--- config.mk ---
export PLATFORM = sky130hd
export DESIGN_NAME = ps2_code_history
export DESIGN_NICKNAME = d
export VERILOG_FILES = /design/src/rtl/ps2_pkg.sv /design/src/rtl/ps2_prefix_fsm.sv /design/src/rtl/ps2_code_history.sv
export SDC_FILE = /design/constraint.sdc
export NUM_CORES = 1
export LEC_CHECK = 0
export BUFFER_PORTS_ARGS = -buffer_cell sky130_fd_sc_hd__clkbuf_2
export CORE_UTILIZATION = 35
export CTS_BUF_LIST = sky130_fd_sc_hd__clkbuf_16
export CTS_CLUSTER_SIZE = 12
export DETAILED_ROUTE_END_ITERATION = 6
export GPL_TIMING_DRIVEN = 1
export PLACE_DENSITY = 0.56
export SYNTH_ARGS = -nofsm -noshare
export SYNTH_HDL_FRONTEND = slang
export SYNTH_SLANG_ARGS = --single-unit
--- constraint.sdc ---
create_clock -name clk_i -period 1.68 [get_ports clk_i]
set_input_delay 0.252 -clock clk_i [delete_from_list [all_inputs] [get_ports clk_i]]
set_output_delay 0.252 -clock clk_i [all_outputs]
set_load 0.02 [all_outputs]
--- src/rtl/ps2_pkg.sv ---
// ----------------------------------------------------------------------------
// ps2_pkg : PS/2 set-2 prefix constants, entry width and prefix FSM states
// Rev 1.0
// ----------------------------------------------------------------------------
`default_nettype none

package ps2_pkg;

  localparam logic [7:0] PS2_EXT = 8'hE0;
  localparam logic [7:0] PS2_BRK = 8'hF0;
  localparam int         ENTRY_W = 12;

  localparam logic [1:0] IDLE   = 2'd0;
  localparam logic [1:0] EXT    = 2'd1;
  localparam logic [1:0] BRK    = 2'd2;
  localparam logic [1:0] EXTBRK = 2'd3;

  // Hex-aligned entry: {valid, 0, ext, brk, code}
  function automatic logic [ENTRY_W-1:0] make_entry(input logic ext, input logic brk,
                                                   input logic [7:0] code);
    return {1'b1, 1'b0, ext, brk, code};
  endfunction

endpackage

`default_nettype wire

--- src/rtl/ps2_prefix_fsm.sv ---
// ----------------------------------------------------------------------------
// ps2_prefix_fsm : folds E0/F0 prefixes into annotated commit strobes
// Rev 1.0
// ----------------------------------------------------------------------------
`default_nettype none

module ps2_prefix_fsm
  import ps2_pkg::*;
#(
  parameter int FILTER_PREFIX = 1,
  parameter int TIMEOUT_CYC   = 1048576
) (
  input  logic       clk_i,
  input  logic       rst_i,
  input  logic       clear_i,
  input  logic [7:0] code_i,
  input  logic       code_valid_i,
  output logic       commit_o,
  output logic [7:0] code_o,
  output logic       ext_o,
  output logic       brk_o,
  output logic       pending_o
);

  localparam int            TO_W   = (TIMEOUT_CYC > 2) ? $clog2(TIMEOUT_CYC) : 1;
  localparam logic [TO_W-1:0] TO_MAX = TO_W'(TIMEOUT_CYC - 1);

  logic [1:0]      state_q, state_d;
  logic [TO_W-1:0] to_q, to_d;
  logic            commit_q, commit_d;
  logic [7:0]      code_q, code_d;
  logic            ext_q, ext_d;
  logic            brk_q, brk_d;

  always_comb begin
    state_d  = state_q;
    to_d     = to_q;
    commit_d = 1'b0;
    code_d   = code_q;
    ext_d    = ext_q;
    brk_d    = brk_q;
    if (clear_i) begin
      state_d = IDLE;
      to_d    = '0;
    end else if (code_valid_i) begin
      to_d   = '0;
      code_d = code_i;
      if (FILTER_PREFIX == 0) begin
        commit_d = 1'b1;
        ext_d    = 1'b0;
        brk_d    = 1'b0;
        state_d  = IDLE;
      end else if (code_i == PS2_EXT) begin
        // A fresh E0 always restarts the sequence, discarding any stale break
        state_d = EXT;
      end else if (code_i == PS2_BRK) begin
        state_d = (state_q == EXT || state_q == EXTBRK) ? EXTBRK : BRK;
      end else begin
        commit_d = 1'b1;
        ext_d    = (state_q == EXT) || (state_q == EXTBRK);
        brk_d    = (state_q == BRK) || (state_q == EXTBRK);
        state_d  = IDLE;
      end
    end else if (state_q != IDLE) begin
      if (to_q == TO_MAX) begin
        state_d = IDLE;
        to_d    = '0;
      end else begin
        to_d = to_q + 1'b1;
      end
    end
  end

  always_ff @(posedge clk_i) begin
    if (rst_i) begin
      state_q  <= IDLE;
      to_q     <= '0;
      commit_q <= 1'b0;
      code_q   <= 8'h00;
      ext_q    <= 1'b0;
      brk_q    <= 1'b0;
    end else begin
      state_q  <= state_d;
      to_q     <= to_d;
      commit_q <= commit_d;
      code_q   <= code_d;
      ext_q    <= ext_d;
      brk_q    <= brk_d;
    end
  end

  assign commit_o  = commit_q;
  assign code_o    = code_q;
  assign ext_o     = ext_q;
  assign brk_o     = brk_q;
  assign pending_o = (state_q != IDLE);

endmodule

`default_nettype wire

--- src/rtl/ps2_code_history.sv ---
// ----------------------------------------------------------------------------
// ps2_code_history : keyboard event history with counter and freezable display
// Rev 1.0
// ----------------------------------------------------------------------------
`default_nettype none

module ps2_code_history
  import ps2_pkg::*;
#(
  parameter int DEPTH         = 4,
  parameter int COUNT_BITS    = 8,
  parameter int FILTER_PREFIX = 1,
  parameter int DROP_REPEAT   = 1,
  parameter int TIMEOUT_CYC   = 1048576,
  parameter int DISP_BITS     = COUNT_BITS + 12 * DEPTH
) (
  input  logic                 clk_i,
  input  logic                 rst_i,
  input  logic [7:0]           code_i,
  input  logic                 code_valid_i,
  input  logic                 clear_i,
  input  logic                 freeze_i,
  output logic [DISP_BITS-1:0] display_o,
  output logic                 new_o,
  output logic                 pending_o
);

  logic       commit;
  logic [7:0] ev_code;
  logic       ev_ext;
  logic       ev_brk;
  logic       is_repeat;

  logic [DEPTH-1:0][ENTRY_W-1:0] entries_q, entries_d;
  logic [COUNT_BITS-1:0]         count_q, count_d;
  logic                          new_q, new_d;
  logic [DISP_BITS-1:0]          display_q, display_d;

  ps2_prefix_fsm #(
    .FILTER_PREFIX (FILTER_PREFIX),
    .TIMEOUT_CYC   (TIMEOUT_CYC)
  ) u_fsm (
    .clk_i        (clk_i),
    .rst_i        (rst_i),
    .clear_i      (clear_i),
    .code_i       (code_i),
    .code_valid_i (code_valid_i),
    .commit_o     (commit),
    .code_o       (ev_code),
    .ext_o        (ev_ext),
    .brk_o        (ev_brk),
    .pending_o    (pending_o)
  );

  assign is_repeat = (DROP_REPEAT != 0) && entries_q[0][ENTRY_W-1]
                     && (entries_q[0][9:0] == {ev_ext, ev_brk, ev_code});

  always_comb begin
    entries_d = entries_q;
    count_d   = count_q;
    new_d     = 1'b0;
    display_d = display_q;
    // Clear also swallows an event that is just emerging from the FSM
    if (clear_i) begin
      entries_d = '0;
      count_d   = '0;
    end else if (commit && !is_repeat) begin
      for (int i = 1; i < DEPTH; i++) entries_d[i] = entries_q[i-1];
      entries_d[0] = make_entry(ev_ext, ev_brk, ev_code);
      count_d      = count_q + COUNT_BITS'(1);
      new_d        = 1'b1;
    end
    if (!freeze_i) display_d = {count_q, entries_q};
  end

  always_ff @(posedge clk_i) begin
    if (rst_i) begin
      entries_q <= '0;
      count_q   <= '0;
      new_q     <= 1'b0;
      display_q <= '0;
    end else begin
      entries_q <= entries_d;
      count_q   <= count_d;
      new_q     <= new_d;
      display_q <= display_d;
    end
  end

  assign display_o = display_q;
  assign new_o     = new_q;

endmodule

`default_nettype wire
; After elaboration in Yosys (flattened, before gate mapping)
; Cells that the tools add are included.
[word_totals]
ff_bits = 138
inputBits = 13
elab_cells = 49
[op_classes]
add_sub_neg = 2
n_eq_ne = 7
mux = 9
n_bitwise = 4
reduce_logical = 14
[ops]
columns = operator, count
row1 = adder 20 x 1 -> 20 bit (second input constant), 1
row2 = == test 20 bit (second input constant), 1
row3 = 2-to-1 mux 20 bit, 1
row4 = == test 8 bit (second input constant), 2
row5 = == test 10 bit, 1
row6 = 2-to-1 mux 2 bit, 5
row7 = adder 8 x 1 -> 8 bit (second input constant), 1
row8 = nonzero test 2 bit, 3
row9 = == test 2 bit (second input constant), 2
row10 = NOT 1 bit, 4
row11 = AND reduction 2 bit, 2
row12 = AND reduction 4 bit, 1
row13 = OR reduction 4 bit, 1
row14 = 2-to-1 mux 1 bit, 3
row15 = OR reduction 3 bit, 1
row16 = == test 2 x 1 -> 1 bit (second input constant), 1
row17 = logical AND 1 bit, 2
row18 = logical OR 1 bit, 2
row19 = OR reduction 2 bit, 1
row20 = zero test 1 bit, 1

; Depth between registers and ports, before layout
[logic_depth]
word_depth = 6
ltp_mapped = 8
ltp_nobuf = 6

; Modules after synthesis
; Synthesis repeated with hierarchy kept, for this count alone.
[hier_totals]
cells_unflattened = 589
area_unflattened_um2 = 5360.1
[modules_own_cells]
columns = module, instances, cells_per_inst, area_per_inst_um2
row1 = ps2_code_history, 1, 419, 3926.3
row2 = ps2_prefix_fsm, 1, 170, 1433.9

; Worst setup path after synthesis
; No wires, ideal clock.
[synth_path]
path_type = register -> register
startpoint = register u_fsm.to_q[0]
endpoint = register u_fsm.to_q[14]
t_arrival_ns = 1.552
path_slack_ns = 0.014
stages_incl_launch_ff = 8
synth_period_minus_slack_ns = 1.666
path_cell_list = dfxtp_1 ha_1 o21ai_1 or2_1 buf_2 o31ai_4 buf_6 nor2_1
[synth_via]
elab_chain_len = 2
[synth_lines]
columns = item, line_no
row1 = from (decl), ps2_prefix_fsm.sv:29  ; logic [TO_W-1:0] to_q, to_d;
row2 = from (signal assigned), ps2_prefix_fsm.sv:84  ; to_q <= to_d;
row3 = adder 20 x 1 -> 20 bit or == test 20 bit (tied branches), "ps2_prefix_fsm.sv:69, ps2_prefix_fsm.sv:65"
row4 = 2-to-1 mux 20 bit (*), ps2_prefix_fsm.sv:65  ; if (to_q == TO_MAX) begin
; Mark *: on every way between the ends. The rest lies on a longest branch, timed or not.
; A chain may end at the register's enable or synchronous reset.

; Final worst setup path
[layout_path]
startpoint = register u_fsm.ext_q (netlist: u_fsm.ext_o)
endpoint = register count_q[5]
[layout_via]
elab_chain_len = 4
[layout_lines]
columns = item, line_no
row1 = from (decl), ps2_prefix_fsm.sv:32  ; logic ext_q, ext_d;
row2 = from (signal assigned), ps2_prefix_fsm.sv:87  ; ext_q <= ext_d;
row3 = == test 10 bit, ps2_code_history.sv:56  ; && (entries_q[0][9:0] == {ev_ext, ev_brk, ev_code});
row4 = logical AND 1 bit, ps2_code_history.sv:56
row5 = zero test 1 bit, ps2_code_history.sv:67  ; end else if (commit && !is_repeat) begin
row6 = logical AND 1 bit, ps2_code_history.sv:67
row7 = to (signal assigned), ps2_code_history.sv:84  ; count_q <= count_d;
row8 = to (decl), ps2_code_history.sv:35  ; logic [COUNT_BITS-1:0] count_q, count_d;
; No other way between the ends.

==> flow_summary.json <==
{
  "synth-adder-area-share": 0.004665,
  "initial_core_util": 0.3636,
  "whs_path_depth": 3,
  "nets": 705,
  "cp-start-kind": "flip-flop",
  "synth_simple_gate_area_share": 0.2083,
  "failed_checks": "negative setup slack",
  "synth_top_area_cell": "dfxtp_1",
  "routed_wl_um": 12240,
  "cts_root_buf": "clkbuf_16",
  "synth.area.top_cells": "dfxtp_1 (52%), mux2i_1 (11%), nor2_1 (5.9%), nand2_1 (4.9%), nand3_1 (4.9%)",
  "vias": 4284,
  "path_class": "reg2reg",
  "seq_area_frac_synth": 0.5150,
  "die_x_um": 125.8,
  "final-hold-violation-count": 0,
  "p_leak_nw": 2.677,
  "fin_area_um2": 6833,
  "synth_top_family_by_area": "simple AND/OR/NAND/NOR gates",
  "n_antenna_cell": 0,
  "grt_pass1_wl_um": 19820,
  "irDropWorstVdd_mv": 0.7536,
  "clk_path_buf_depth": 2,
  "yosysMostFrequentCell": "dfxtp_1",
  "grt_use_total": 0.1588,
  "dp_hpwl_um": 8292,
  "finalClockSkew_ps": 8.213,
  "synthXorXnorAreaFrac": 0.04409,
  "yosys_most_used_dff": "dfxtp_1",
  "synth_edf_count": 0,
  "io_pins": 71,
  "worstSkewPairLatency_ps": 410,
  "yosys.area.top_type_share": 0.5150,
  "cts_buffers": 17,
  "cts_htree_levels": 4,
  "synth_warnings": 0,
  "wl_per_cell_um": 13.80,
  "grt_pass1_vias": 3972,
  "holdWs_ps": 84.05,
  "drtPass1Iterations": 4,
  "setup_violations": 2,
  "r2r_cells": 7,
  "drt_iter0_markers": 281,
  "synth-compound-area-share": 0.07371,
  "grt_max_degree": 57,
  "core_region_area_um2": 14750,
  "status": "finished with violations",
  "cts_tree": "built",
  "synth_seq_cells": 138,
  "period_minus_slack_ps": 1707,
  "p_per_area_nw_per_um2": 1041,
  "fin_util": 0.4631,
  "grt_remaining_overflow": 0,
  "critical_path_required_ps": 2030,
  "worstPathBufferInverterCount": 2,
  "async_reset_ff_frac": 0,
  "cp-end-kind": "flip-flop",
  "clk_pin_slew_ps": 60,
  "syn_area_per_cell_um2": 9.030,
  "arrival_ps": 2060,
  "yosys-mux-area-fraction": 0.1064,
  "die_area_um2": 15820,
  "synth_cell_type_count": 39,
  "final_layout_size_suffix_gt1_frac": 0.2461,
  "cap_violations": 0,
  "synthToLayoutAreaGrowth_pct": 27.39,
  "antenna_found_initial": 0,
  "cp.depth": 7,
  "fin_setup_tns_ps": -51.76,
  "gp_congestion": 0.7739,
  "path_cells": "xnor2_2 > nand4_1 > o31ai_4 > buf_6 > clkbuf_16 > or4_4 > a21oi_2",
  "period_share": 1.016,
  "syn_area_um2": 5364,
  "fmax_mhz": 585.8,
  "maxSlewViolCount": 0,
  "ant_nets": 0,
  "dpl-instance-area_um2": 6071,
  "hold_class": "in2reg",
  "vias_per_cell": 4.830,
  "synthTopCellsByCount": "dfxtp_1 (138), nor2_1 (85), nand2_1 (70), mux2i_1 (57), nand3_1 (52)",
  "path_delay_family": "simple AND/OR/NAND/NOR gates",
  "clock_sinks": 138,
  "setup_slack_ps": -27.20,
  "route.detailed.drc": 0,
  "worst_path_max_delay_cell": "or4_4",
  "rows": 44,
  "port_buffers": 66,
  "slowest_delay_ps": 510,
  "rsz0062_at_grt": "yes",
  "fillers": 1406,
  "crit_fanout": 9,
  "fp.dieH_um": 125.8,
  "synth_cells": 594
}
## final timing paths
kind | from | end | slack (ps)
max | u_fsm.ext_o$_SDFFE_PP0P_ | count_q[5]$_SDFFE_PP0P_ | -30
min | code_i[3] | u_fsm.code_o[3]$_SDFFE_PP0P_ | 80
max reg2reg | u_fsm.ext_o$_SDFFE_PP0P_ | count_q[5]$_SDFFE_PP0P_ | -30
min reg2reg | entries_q[40]$_SDFFE_PP0P_ | entries_q[40]$_SDFFE_PP0P_ | 470
## worst reg2reg max path, cell delays in order, from the launching register on
cell and delay (ps):
dfxtp_2 340, xnor2_2 140, nand4_1 140, o31ai_4 100
buf_6 150, clkbuf_16 160, or4_4 510, a21oi_2 110
## repair_timing
action,in CTS,in global routing
cloned,0,3
endpoints found under the setup margin,12,51
pin swaps,0,11
hold buffers,0,0
endpoints found under the hold margin,0,0
resized for setup,3,37
buffers inserted,0,6
## stage by stage
stage                     std cells  setup WS (ps)  total power (W)
after detailed placement        846          11.29         0.003647
after global routing            887         -77.65         0.007387
final                           887         -27.20         0.007111
after global placement          846          23.98         0.003646
after floorplan                 597          13.84         0.003565
after CTS                       878          8.054         0.007170
## sequential cells by signal, summed over array words and instances, names as in the netlist
| signal | count |
|---|---|
| display_o | 52 |
| entries_q | 44 |
| u_fsm.to_q | 20 |
| count_q | 8 |
| u_fsm.code_o | 8 |
| u_fsm.state_q | 2 |
| new_o | 1 |
| u_fsm.brk_o | 1 |
| u_fsm.commit_o | 1 |
| u_fsm.ext_o | 1 |
## placed cells by master, fill, tap and decap left out, drive strengths merged, types with 9 or more instances in the layout
master and n:
nand3 52, clkbuf 84, o21ai 47, nor2 85, or3 9, inv 10, nand2 70, dfxtp 138
a21oi 19, mux2i 57, buf 49, xnor2 19
## kinds of logic (layout without fill, tap and decap cells)
| family | after synthesis | in the layout |
|---|---|---|
| AOI/OAI and AO/OA | 72 | 72 |
| xor gates and xnor gates | 27 | 27 |
| adders and majority gates | 2 | 2 |
| buffers and inverters | 49 | 155 |
| DFF | 138 | 138 |
| muxes | 57 | 57 |
| other | 1 | 4 |
| and+or+nand+nor | 248 | 248 |
## report_power, final
group,internal (W),switching (W),leakage [nW]
clock network,0.00215,0.00136,0.278
registers,0.00328,0.0000103,1.12
logic,0.000117,0.000188,1.28
## routing by layer
layer / wire length (um) / global-route usage
met5: 0 / 0
met4: 120 / 0.05315
met3: 485 / 0.05140
met2: 5489 / 0.2428
met1: 6141 / 0.2108
## area by class of cell
class	instances	area, um^2	area share
clock buffer	17	425.4	0.06226
multi-input combinational	410	2425	0.3549
tap	184	230.2	0.03369
timing repair buffer	116	812.0	0.1188
sequential	138	2779	0.4067
inverter	7	26.28	0.003845
clock inverter	15	135.1	0.01978
Power figures use the tool's default switching activity.
